$ cat src/rtl/fetch_prefetch_unit_pkg.sv
// Shared types and constants for the instruction-fetch front end.
package fetch_prefetch_unit_pkg;

  localparam int          WORD_W           = 32;
  localparam int          ENTRY_W          = 2 * WORD_W;
  localparam logic [31:0] PC_STEP          = 32'd4;
  localparam logic [31:0] DEFAULT_RESET_PC = 32'h0000_0000;

  // IDLE: nothing outstanding; WAIT: live request; DROP: stale request after a redirect
  typedef enum logic [1:0] {
    IDLE = 2'd0,
    WAIT = 2'd1,
    DROP = 2'd2
  } fetch_state_e;

  // Word-align a fetch target by clearing the byte-offset bits
  function automatic logic [WORD_W-1:0] align_pc(input logic [WORD_W-1:0] pc);
    return pc & ~32'h0000_0003;
  endfunction

endpackage

$ cat src/rtl/fetch_prefetch_unit_queue.sv
// Small synchronous FIFO of {pc, word} entries with flush. The head is shown
// combinationally; while empty it keeps showing the last head that was visible.
module fetch_queue
  import fetch_prefetch_unit_pkg::*;
#(
  parameter int DEPTH = 4
) (
  input  logic                     clk,
  input  logic                     reset,
  input  logic                     push,
  input  logic [ENTRY_W-1:0]       push_data,
  input  logic                     pop,
  input  logic                     flush,
  output logic [ENTRY_W-1:0]       head,
  output logic [$clog2(DEPTH):0]   count,
  output logic                     empty
);

  localparam int PTR_W = $clog2(DEPTH);
  localparam int CNT_W = PTR_W + 1;

  logic [PTR_W-1:0]   wr_ptr_reg;
  logic [PTR_W-1:0]   rd_ptr_reg;
  logic [CNT_W-1:0]   count_reg;
  logic [ENTRY_W-1:0] hold_reg;
  logic [ENTRY_W-1:0] entries [DEPTH];
  logic               wr_en;
  logic               rd_en;

  assign empty = (count_reg == '0);
  assign count = count_reg;
  // Flush wins over both push and pop; popping an empty queue does nothing
  assign wr_en = push && !flush;
  assign rd_en = pop && !empty && !flush;
  assign head  = empty ? hold_reg : entries[rd_ptr_reg];

  // One storage register per slot, written only when the write pointer selects it
  for (genvar gi = 0; gi < DEPTH; gi++) begin : g_entry
    logic [ENTRY_W-1:0] entry_reg;

    // Capture the pushed entry into this slot
    always_ff @(posedge clk) begin
      if (wr_en && (wr_ptr_reg == PTR_W'(gi))) begin
        entry_reg <= push_data;
      end
    end

    assign entries[gi] = entry_reg;
  end

  // Pointer and occupancy bookkeeping; pointers wrap naturally since DEPTH is a power of two
  always_ff @(posedge clk) begin
    if (reset || flush) begin
      wr_ptr_reg <= '0;
      rd_ptr_reg <= '0;
      count_reg  <= '0;
    end else begin
      if (wr_en) begin
        wr_ptr_reg <= wr_ptr_reg + PTR_W'(1);
      end
      if (rd_en) begin
        rd_ptr_reg <= rd_ptr_reg + PTR_W'(1);
      end
      count_reg <= count_reg + CNT_W'(wr_en) - CNT_W'(rd_en);
    end
  end

  // Remember the visible head so outputs stay put once the queue drains or flushes
  always_ff @(posedge clk) begin
    if (reset) begin
      hold_reg <= '0;
    end else if (!empty) begin
      hold_reg <= entries[rd_ptr_reg];
    end
  end

endmodule

$ cat src/rtl/fetch_prefetch_unit.sv
// Fetch front end: owns the fetch PC, issues one word read at a time, buffers
// returned words with their PCs and handles redirects by flushing and dropping
// any stale in-flight response.
module fetch_prefetch_unit
  import fetch_prefetch_unit_pkg::*;
#(
  parameter logic [31:0] RESET_PC = DEFAULT_RESET_PC,
  parameter int          DEPTH    = 4
) (
  input  logic        clk,
  input  logic        reset,
  output logic        imem_req,
  output logic [31:0] imem_addr,
  input  logic        imem_ack,
  input  logic [31:0] imem_rdata,
  input  logic        redirect_valid,
  input  logic [31:0] redirect_pc,
  output logic        instr_valid,
  input  logic        instr_ready,
  output logic [31:0] instr,
  output logic [31:0] instr_pc,
  output logic [31:0] instr_pc4
);

  localparam int CNT_W = $clog2(DEPTH) + 1;

  fetch_state_e       state_reg;
  logic [31:0]        fetch_pc_reg;
  logic               req_reg;
  logic [31:0]        addr_reg;

  logic [ENTRY_W-1:0] q_head;
  logic [CNT_W-1:0]   q_count;
  logic               q_empty;
  logic               q_push;
  logic               pop;
  logic               issue;
  logic [31:0]        redirect_target;

  assign redirect_target = align_pc(redirect_pc);
  assign instr_valid     = !q_empty;
  assign pop             = instr_valid && instr_ready;

  // Only issue when the slot for the returning word is guaranteed free after this cycle's pop
  assign issue  = (state_reg == IDLE) && !redirect_valid &&
                  ((q_count - CNT_W'(pop)) < CNT_W'(DEPTH));
  assign q_push = (state_reg == WAIT) && imem_ack && !redirect_valid;

  fetch_queue #(
    .DEPTH (DEPTH)
  ) u_queue (
    .clk       (clk),
    .reset     (reset),
    .push      (q_push),
    .push_data ({fetch_pc_reg, imem_rdata}),
    .pop       (pop),
    .flush     (redirect_valid),
    .head      (q_head),
    .count     (q_count),
    .empty     (q_empty)
  );

  assign instr     = q_head[WORD_W-1:0];
  assign instr_pc  = q_head[ENTRY_W-1:WORD_W];
  assign instr_pc4 = instr_pc + PC_STEP;
  assign imem_req  = req_reg;
  assign imem_addr = addr_reg;

  // Fetch FSM; the request address is latched at issue and never touched while outstanding
  always_ff @(posedge clk) begin
    if (reset) begin
      state_reg    <= IDLE;
      fetch_pc_reg <= RESET_PC;
      req_reg      <= 1'b0;
      addr_reg     <= RESET_PC;
    end else begin
      case (state_reg)
        IDLE: begin
          if (redirect_valid) begin
            fetch_pc_reg <= redirect_target;
          end else if (issue) begin
            state_reg <= WAIT;
            req_reg   <= 1'b1;
            addr_reg  <= fetch_pc_reg;
          end
        end
        WAIT: begin
          if (imem_ack) begin
            state_reg    <= IDLE;
            req_reg      <= 1'b0;
            fetch_pc_reg <= redirect_valid ? redirect_target : fetch_pc_reg + PC_STEP;
          end else if (redirect_valid) begin
            // Request cannot be aborted; wait out its ack and throw the data away
            state_reg    <= DROP;
            fetch_pc_reg <= redirect_target;
          end
        end
        DROP: begin
          if (redirect_valid) begin
            fetch_pc_reg <= redirect_target;
          end
          if (imem_ack) begin
            state_reg <= IDLE;
            req_reg   <= 1'b0;
          end
        end
        default: begin
          state_reg <= IDLE;
          req_reg   <= 1'b0;
        end
      endcase
    end
  end

endmodule

$ cat config.mk
export PLATFORM = sky130hd
export DESIGN_NAME = fetch_prefetch_unit
export DESIGN_NICKNAME = d
export VERILOG_FILES = /design/src/rtl/fetch_prefetch_unit_pkg.sv /design/src/rtl/fetch_prefetch_unit_queue.sv /design/src/rtl/fetch_prefetch_unit.sv
export SDC_FILE = /design/constraint.sdc
export NUM_CORES = 1
export LEC_CHECK = 0
export CAP_MARGIN = 20
export CORE_ASPECT_RATIO = 0.5
export CORE_MARGIN = 2
export CORE_UTILIZATION = 40
export CTS_BUF_LIST = sky130_fd_sc_hd__clkbuf_8
export DETAILED_ROUTE_END_ITERATION = 8
export GPL_TIMING_DRIVEN = 0
export PLACE_DENSITY = 0.59
export SYNTH_ARGS = -nofsm -noshare
export SYNTH_HDL_FRONTEND = slang
export SYNTH_HIERARCHICAL = 1
export SYNTH_SLANG_ARGS = --single-unit
$ cat constraint.sdc
create_clock -name clk -period 8.3 [get_ports clk]
set_input_delay 1.66 -clock clk [delete_from_list [all_inputs] [get_ports clk]]
set_output_delay 1.66 -clock clk [all_outputs]
set_load 0.005 [all_outputs]
==> results.toml <==
[outcome]
status = "finished, final reports clean"

[timing]
finalSetupTns_ps = 0
finalSetupViolations = 0
rsz0062_at_grt = "false"
slew_violations = 0
max_freq_mhz = 148
fin_crit_ps = 6750
period_share_pct = 81.3
finalHoldViolCount = 0
fin_skew_ps = 22.1
slew_headroom_pct = 36.8
fin_ws_ps = 1550
worstMarginPinSlew_ps = 948

[power_and_ir_drop]
p_seq_share_pct = 56.1
p_switching_w = 0.000870
p_total_w = 0.00384
leakagePower_nw = 6.90
p_sw_share_pct = 22.7
power.density_mw_per_mm2 = 193
vdd_drop_max_mv = 0.0887
p_int_w = 0.00297
combPwrFrac_pct = 5.2
power_frac_clock_pct = 38.7

[critical_path]
critPathMaxFanout = 10
crit_path_end_kind = "output pin"
r2r_slack_ps = 5040
critPathLaunchType = "register"
cp.arrival_ps = 5090
crit_type = "reg2out"
cp_data_required_time_ps = 6640

[yosys]
synth_xor_area_share_pct = 1.86
ys_seq_area_share_pct = 65.1
synth.mux.area_fraction_pct = 15.7
synth_top_family_by_area = "multiplexers"
synth_edf_count = 256
synth_area_sq_mm = 0.0160
synth_fp_nets = 1157
netlist.area_leader.share_pct = 47.9
synth_compound_area_share_pct = 4.17
yosysUniqueCellTypes = 65
synthCells = 1075
avgSynthCellArea_sq_um = 14.9
ys_ff_latch = 394
synth-main-ff-cell = "edfxtp_1"
async_flop_share_pct = 0
synth_simple_gate_area_share_pct = 9.70
synthTopCellsByArea = "edfxtp_1 (48%), dfxtp_1 (17%), mux4_2 (9.0%), mux2_2 (4.6%), nor2b_1 (2.7%)"
synth_area_leader_cell = "edfxtp_1"
ys.warnings.count = 6
synthAdderAreaFrac_pct = 1.06

[global_routing]
antenna_found_initial = 0
grt.total_usage_pct = 19.6
grt_max_degree = 50
grt_pass1_vias = 10300
grt_pass1_wl_um = 62300
grt-ovfl-total = 0

[cells_and_area]
multiInputGateArea_sq_mm = 0.00523
seqCellArea_sq_mm = 0.0105
layout.nets = 1416
final_common_cell = "edfxtp_1"
stdcell_area_sq_mm = 0.0199
largest_register_ffs = 256
post_route_cells_drive_above_1_share_pct = 18.0
layout_common_cells = "edfxtp_1 (256), clkdlybuf4s50_1 (196), dfxtp_1 (138), nor2_1 (77), nor2b_1 (69)"
area_growth_pct = 24.0
fillers = 3403

[cts]
cts_buffers = 56
clock_path_buffers = 3
h-tree-depth = 2
cts_resized = 0
cts_num_sinks = 394
cts_tree = "done"
cts.hold.buffers_added = 0
cts_setup_buffers = 0
cts-root-buf = "clkbuf_8"
clk_latency_ps = 610
cts.clk_slew.worst_paths_ps = 60

[routing]
drcViolationCount = 0
wl_um = 41200
first_iter_violations = 694
drt_first_pass_iters = 5
ant_nets = 0
routedWlPerCell_um = 21.5
vias = 9973
vias_per_cell = 5.21

[placed_design]
io_buffers = 196
gp_congestion = 0.902
place_area_sq_mm = 0.0188
hpwl_um = 28000
pre_cts_ws_ps = 2050

[die]
start_util_pct = 40.9
pin_count = 199
dieArea_sq_mm = 0.0418
die_w_um = 287
rows = 51
core_sq_mm = 0.0392
die_h_um = 146

[job]
drv_cap = 0

[worst_hold_path]
hold_class = "reg2reg"
[cell families after synthesis]
kind of cell / Yosys count
simple gates: 289
mux: 164
fa+ha+maj: 13
flops: 394
xor+xnor: 34
buf+inv: 81
compound gates: 100
[critical path, cell delays in order (launching register included)]
cell and delay, ps:
dfxtp_1 360, nor3_1 470, buf_2 380, buf_2 360, mux2_2 280, ha_1 190
nand3_1 290, nor4_1 650, nand4_1 480, nor3_1 350, xor2_1 170, clkdlybuf4s50_1 510
[power groups by stage]
stage,logic [W],registers (W),clock network (W)
2_1_floorplan,0.0000990,0.00217,0
6_report,0.000200,0.00215,0.00149
3_3_place_gp,0.000197,0.00219,0
3_5_place_dp,0.000201,0.00219,0
5_1_grt,0.000217,0.00215,0.00162
4_1_cts,0.000202,0.00215,0.00154
[per-layer routing]
| metal | GRT usage [%] | share of wire, % | vias up |
|---|---|---|---|
| met1 | 25.8 | 43 | 5093 |
| li1 | - | - | 4594 |
| met4 | 4.51 | 1.6 | 0 |
| met5 | 0 | 0 | - |
| met3 | 3.76 | 4.5 | 59 |
| met2 | 33.7 | 50 | 227 |
[worst paths after layout]
path,from,cells after the start,to
setup / recovery,u_queue/count[1],11,instr_pc4[28]
hold reg to reg,imem_addr[0],2,imem_addr[0]
setup reg to reg,u_queue/count[1],13,u_queue/count[2]
hold / removal,imem_addr[0],2,imem_addr[0]
[per-stage QoR]
| step | hold WS, ps | utilization, % | std cells |
|---|---|---|---|
| final | 500 | 50.7 | 1913 |
| after global routing | 523 | 50.7 | 1912 |
| after CTS | 503 | 50.7 | 1912 |
| after detailed placement | 488 | 47.9 | 1806 |
| after global placement | 480 | 47.6 | 1801 |
| after floorplan | 458 | - | 1075 |
[Yosys cell counts, drive strengths merged, types with 12 or more instances]
master	number
xor2	13
ha	12
o21ai	14
mux2	66
inv	20
mux2i	34
mux4	64
dfxtp	138
clkbuf	30
nand4	14
nand3	22
nor2b	69
nand2	35
nor2	77
buf	31
a21oi	30
nor3	17
xnor2	21
edfxtp	256
[final cells by class]
class,count,share of cell area [%]
antenna,1,0.0126
multi-input combinational,600,26.3
sequential,394,52.5
tap,530,3.33
inverter,20,0.377
clock inverter,40,0.962
buffer,61,1.53
clock buffer,66,4.56
timing repair buffer,201,10.4
No activity file was read; power rests on OpenSTA's default activity.
==> variant 1, RTL diff (same flow settings) <==
Reset style: asynchronous (`reset`), changed in 2 clocked blocks.
--- a/src/rtl/fetch_prefetch_unit_queue.sv
+++ b/src/rtl/fetch_prefetch_unit_queue.sv
@@ -66,7 +66,7 @@
   end
 
   // Remember the visible head so outputs stay put once the queue drains or flushes
-  always_ff @(posedge clk) begin
+  always_ff @(posedge clk or posedge reset) begin
     if (reset) begin
       hold_reg <= '0;
     end else if (!empty) begin
--- a/src/rtl/fetch_prefetch_unit.sv
+++ b/src/rtl/fetch_prefetch_unit.sv
@@ -67,7 +67,7 @@
   assign imem_addr = addr_reg;
 
   // Fetch FSM; the request address is latched at issue and never touched while outstanding
-  always_ff @(posedge clk) begin
+  always_ff @(posedge clk or posedge reset) begin
     if (reset) begin
       state_reg    <= IDLE;
       fetch_pc_reg <= RESET_PC;
Function: differs if reset is asserted again (counterexample within 4 cycles, from zero or initial values and one cycle with reset high); with reset held inactive, the same outputs for 4 cycles.
==> variant 1 against the original RTL <==
- sequential cell count is the same
- final cell count shrank 8.1%
- cell area shrank 0.11%
- global-route usage shrank 1.1 points
- routed wire length shrank 6.9%
- worst setup slack gained 600 ps
- synthesized area shrank 0.10%
Power is not compared: it rests on default switching activity, and its combinational part moved more than twofold at a synthesized area within 25%.
==> variant 1: results (changes against the original RTL) <==
stage,metric,value,unit,change
outcome,status,"finished, final reports clean",,
setup_path,crit path from,u_queue/rd_ptr_reg[1]$_SDFFE_PP0P_,,
yosys,Post-Synthesis Cells,924,,-14%
yosys,Yosys cell types,68,,+4.6%
setup_path,CP max FO,10,,unchanged
hold_path,Hold Crit Class,register to register,,
layout,fin cells,1759,,-8.1%
yosys,Synth async-reset ratio,0.3325,,+0.3325
power,Leak Pwr,7.041,nW,
clocking,Longest Clk Path Bufs,3,,unchanged
layout,Largest register FFs,256,,unchanged
placed_design,routability cong.,0.8805,,-2.3%
grt,total track usage,0.1857,,-0.01075
grt,initial antenna violation count,0,,unchanged
detailed_routing,First DRT Iteration DRCs,695,,+0.14%
detailed_routing,via/cell ratio,5.281,,+1.3%
hold_path,Hold Path Origin,u_queue/hold_reg[19]$_DFF_PP0_,,
grt,vias in the first global route,10120,,-1.8%
layout,layout cells sized above 1,0.2343,,+0.05416
yosys,"top cells by count, synth","edfxtp_1 (256), dfrtp_1 (131), mux2_2 (96)",,
placed_design,detailed placement HPWL,25250,µm,-9.9%
setup_path,largest stage delay on the critical path,550,ps,-100 ps
sta,Setup Skew,29.14,ps,+7.010 ps
yosys,ys flop type,edfxtp_1,,
yosys,top post-synthesis cells by area,"edfxtp_1 (48%), dfrtp_1 (20%), mux4_2 (9.0%), mux2_2 (6.7%), xnor2_1 (1.4%)",,
power,Sw Share,0.2718,,
layout,FILL cells,3265,,-4.1%
clocking,H-tree levels,2,,unchanged
clocking,Worst-Skew Late Latency,600,ps,
placed_design,Placed Cells,1656,,-8.3%
yosys,Post-synth EDFFs,256,,unchanged
yosys,Yosys warning count,6,,unchanged
clocking,root buf cell,clkbuf_8,,
detailed_routing,Post-Route WL,38330,µm,-6.9%
sta,Slew Limit Fails,0,,unchanged
setup_path,Worst EP arrival,4490,ps,-600 ps
layout,nets,1266,,-11%
placed_design,Buffers on Ports,196,,unchanged
layout,antenna diode count,0,,-1
yosys,post-synthesis sequential area ratio,0.6927,,+0.04156
power,VDD IR max,100.6,µV,
clocking,total CTS buffers,56,,unchanged
sta,Rel. slew slack,0.4763,,+0.1087
clocking,Worst-path clk slew,70,ps,
grt,largest net degree at the start of global routing,59,,+18%
yosys,synthesized net count,1006,,-13%
setup_path,launch point of the worst reg-to-reg path,u_queue/count[2]$_SDFF_PP0_,,
clocking,post-cts resize count,0,,unchanged
clocking,postcts setup bufs,0,,unchanged
grt,first-pass GRT wire length,59330,µm,-4.7%
setup_path,Worst path slowest cell,clkbuf_1,,
-- variant 1: cell count changes after synthesis, sizes merged, moves of 5 or more --
cell / delta
a21oi: -20
clkbuf: -10
buf: -5
dfrtp: +131
nand3: +5
mux2: +31
nor2b: -64
nor4: +5
dfxtp: -131
mux2i: -31
nor2: -41
-- variant 1: stage by stage --
stage | power, mW | util | hold WS, ps | setup slack [ps] | instance area (µm²)
2_1_floorplan | 3.187 | - | 471.0 | 3623 | 16030
3_3_place_gp | 4.079 | 0.4762 | 480.8 | 1200 | 18660
3_5_place_dp | 4.119 | 0.4808 | 485.7 | 2584 | 18840
4_1_cts | 5.570 | 0.5074 | 501.2 | 1914 | 19880
5_1_grt | 5.774 | 0.5074 | 512.0 | 1692 | 19880
6_report | 5.491 | 0.5074 | 496.9 | 2149 | 19880
-- variant 1: cell type report --
class                   count  area share
flip-flops and latches    394      0.5587
multi-input cells         465      0.2322
repair buffers            202      0.1070
clock buffers              64     0.04431
well taps                 530     0.03336
plain buffers              46     0.01253
clock inverters            39    0.008119
inverters                  19    0.003839
-- variant 1: worst paths after layout --
check	end	slack, ps	cells past startpoint
min in group asynchronous	imem_addr[28]$_DFFE_PP0P_	1420	2
min	u_queue/hold_reg[19]$_DFF_PP0_	500	1
max reg2reg	u_queue/count[2]$_SDFF_PP0_	5100	13
max in group asynchronous	u_queue/hold_reg[18]$_DFF_PP0_	6210	3
max	instr_pc4[30]	2150	12
min reg2reg	u_queue/hold_reg[19]$_DFF_PP0_	500	1
-- variant 1: cells by family (layout without fill, tap and decap cells) --
logic type      after synthesis  after routing  share of synthesized area
mux                         164            164                     0.1601
xor+xnor                     34             34                    0.01858
fa+ha+maj                    13             13                    0.01061
compound gates               71             71                    0.03294
simple gates                183            183                    0.06501
buf+inv                      65            370                    0.01998
flops                       394            394                     0.6927
-- variant 1: metal layers --
metal  vias up  GRT usage  wire [µm]
met1      4849     0.2443      16400
met3        54    0.03511       1745
met5         -          0          0
met2       238     0.3180      19570
met4         0    0.04844        610
li1       4148          -          -
-- variant 1: critical path, delay by kind of cell, from the launching register on --
kind	cells	cell delay (ps)
buffers and inverters	4	1610
and+or+nand+nor	4	1030
muxes	2	560
DFF	1	330
adders and majority gates	1	190
xor gates and xnor gates	1	170
-- variant 1: power by group through the flow --
stage               combinational, mW  clock [mW]  sequential [mW]
floorplan                       0.634           0             2.55
global placement                 1.48           0             2.60
detailed placement               1.51           0             2.61
CTS                              1.51        1.48             2.58
global route                     1.59        1.57             2.61
finish                           1.49        1.43             2.58
==> variant 2, RTL diff (same settings) <==
Made on the original files. `DEPTH` is set to 4 in 2 places; all go to 2.
--- a/src/rtl/fetch_prefetch_unit_queue.sv
+++ b/src/rtl/fetch_prefetch_unit_queue.sv
@@ -3,7 +3,7 @@
 module fetch_queue
   import fetch_prefetch_unit_pkg::*;
 #(
-  parameter int DEPTH = 4
+  parameter int DEPTH = 2
 ) (
   input  logic                     clk,
   input  logic                     reset,
--- a/src/rtl/fetch_prefetch_unit.sv
+++ b/src/rtl/fetch_prefetch_unit.sv
@@ -5,7 +5,7 @@
   import fetch_prefetch_unit_pkg::*;
 #(
   parameter logic [31:0] RESET_PC = DEFAULT_RESET_PC,
-  parameter int          DEPTH    = 4
+  parameter int          DEPTH    = 2
 ) (
   input  logic        clk,
   input  logic        reset,
Check against the original RTL: same outputs for any inputs over 4 cycles, from zero or initial values and one cycle with reset high; that may be too few to reach the edited logic, so the function may still have changed.
==> variant 2 against the original RTL <==
- total power fell by 31%
- sequential cell count shrank 131
- count of clock-buffer cells in the layout fell by 22
- highest routed layer unchanged
- combinational power is 2% higher
- synthesized area shrank 28%
- cell area is 25% lower
- worst setup slack better by 320 ps
- routed wire length fell by 22%
- largest power group unchanged
- hold slack worse by 19 ps
==> variant 2: results (changes against the original RTL) <==
stage,metric,value,unit,change
detailed_routing,routed len/inst,19.33,µm,-10%
setup_path,R2R Setup Slk,5140,ps,+100 ps
sta,Setup Skew,19.82,ps,-2.309 ps
grt,largest net degree at the start of global routing,30,,-40%
detailed_routing,via/cell ratio,5.350,,+2.6%
setup_path,largest stage delay on the critical path,790,ps,+140 ps
detailed_routing,First DRT Iteration DRCs,560,,-19%
placed_design,detailed placement HPWL,22830,µm,-19%
setup_path,crit path from,u_queue/count[0]$_SDFF_PP0_,,
layout,number of non-clock buffers,273,,+4.2%
sta,Slew @ Worst Pin,967.7,ps,+19.26 ps
setup_path,r2r endpoint,imem_addr[2]$_SDFFE_PP0P_,,
outcome,status,"finished, final reports clean",,
grt,vias in the first global route,8817,,-14%
layout,nets,1326,,-6.4%
layout,Seq Cell Count,263,,-33%
layout,clock buffer count,44,,-33%
layout,FILL cells,2546,,-25%
placed_design,placed cell areas,14110,µm²,-25%
hold_path,hold worst-path end,imem_addr[1]$_SDFFE_PP0P_,,
placed_design,Buffers on Ports,195,,-0.51%
power,VDD IR max,91.92,µV,+3.7%
layout,Largest register FFs,128,,-50%
clocking,Worst-Skew Late Latency,540,ps,-70 ps
layout,antenna diode count,0,,-1
yosys,synthesized area per cell,11.48,µm²,-23%
layout,Reg area,6546,µm²,-37%
clocking,total CTS buffers,39,,-30%
power,pwr dens,177.6,nW/µm²,-7.9%
yosys,post-synthesis sequential area ratio,0.5651,,-0.08604
layout,non-clk buf share,0.1657,,+0.04604
power,Leak Pwr,5.169,nW,-25%
power,clock network power,1.02,mW,-32%
power,Internal,2.008,mW,-32%
yosys,ys flop type,dfxtp_1,,
sta,hold slack,481.4,ps,-18.74 ps
yosys,top post-synthesis cells by area,"edfxtp_1 (33%), dfxtp_1 (23%), mux2i_1 (8.8%), a211oi_2 (4.9%), a21oi_1 (4.1%)",,
layout,Multi-input gate area,4563,µm²,-13%
power,Seq group,1.42,mW,-34%
yosys,synthesized net count,1086,,-6.1%
layout,Non-CTS inverters,16,,-20%
setup_path,worst r2r path cells,10,,-3
yosys,Yosys cell types,60,,-7.7%
==> variant 2: cell count changes in the layout (fill, tap and decap cells not counted), moves of 45 or more <==
| cell | delta |
|---|---|
| mux2i_1 | +68 |
| edfxtp_1 | -128 |
| nor3_1 | +66 |
| a211oi_2 | +45 |
| mux2_2 | -64 |
| a21oi_1 | +64 |
| nor2b_1 | -65 |
| mux4_2 | -64 |
==> variant 2: metal layers <==
| metal | share of wire | GRT usage | vias up | routed length, µm |
|---|---|---|---|---|
| li1 | - | - | 4262 | - |
| met1 | 0.46 | 0.2900 | 4319 | 14760 |
| met2 | 0.47 | 0.3418 | 250 | 15090 |
| met3 | 0.054 | 0.03685 | 55 | 1727 |
| met4 | 0.016 | 0.05165 | 0 | 523 |
| met5 | 0 | 0 | - | 0 |
==> variant 2: cell families after synthesis <==
logic type	Yosys count	share of synthesized area
AOI/OAI and AO/OA	225	0.1406
xor gates and xnor gates	31	0.02463
adders and majority gates	8	0.008642
buffers and inverters	90	0.04223
DFF	263	0.5651
muxes	104	0.09008
and+or+nand+nor	288	0.1286
==> variant 2: through the flow <==
step / setup TNS, ps / setup WS [ps] / total power [mW] / utilization
finish: 0 / 1867 / 2.638 / 0.5289
global route: 0 / 1464 / 2.756 / 0.5289
CTS: 0 / 1791 / 2.673 / 0.5289
detailed placement: 0 / 2391 / 1.650 / 0.5024
global placement: -113940 / -897.7 / 1.646 / 0.4990
floorplan: 0 / 2388 / 1.536 / -
==> variant 2: worst reg2reg max path: stages, from the launching register on <==
cell	delay (ps)
dfxtp_1	430
or2_1	190
buf_2	260
buf_2	270
inv_1	110
nor3b_1	260
xnor2_1	240
nand3_1	320
buf_1	630
mux2i_1	270
nor2_1	50
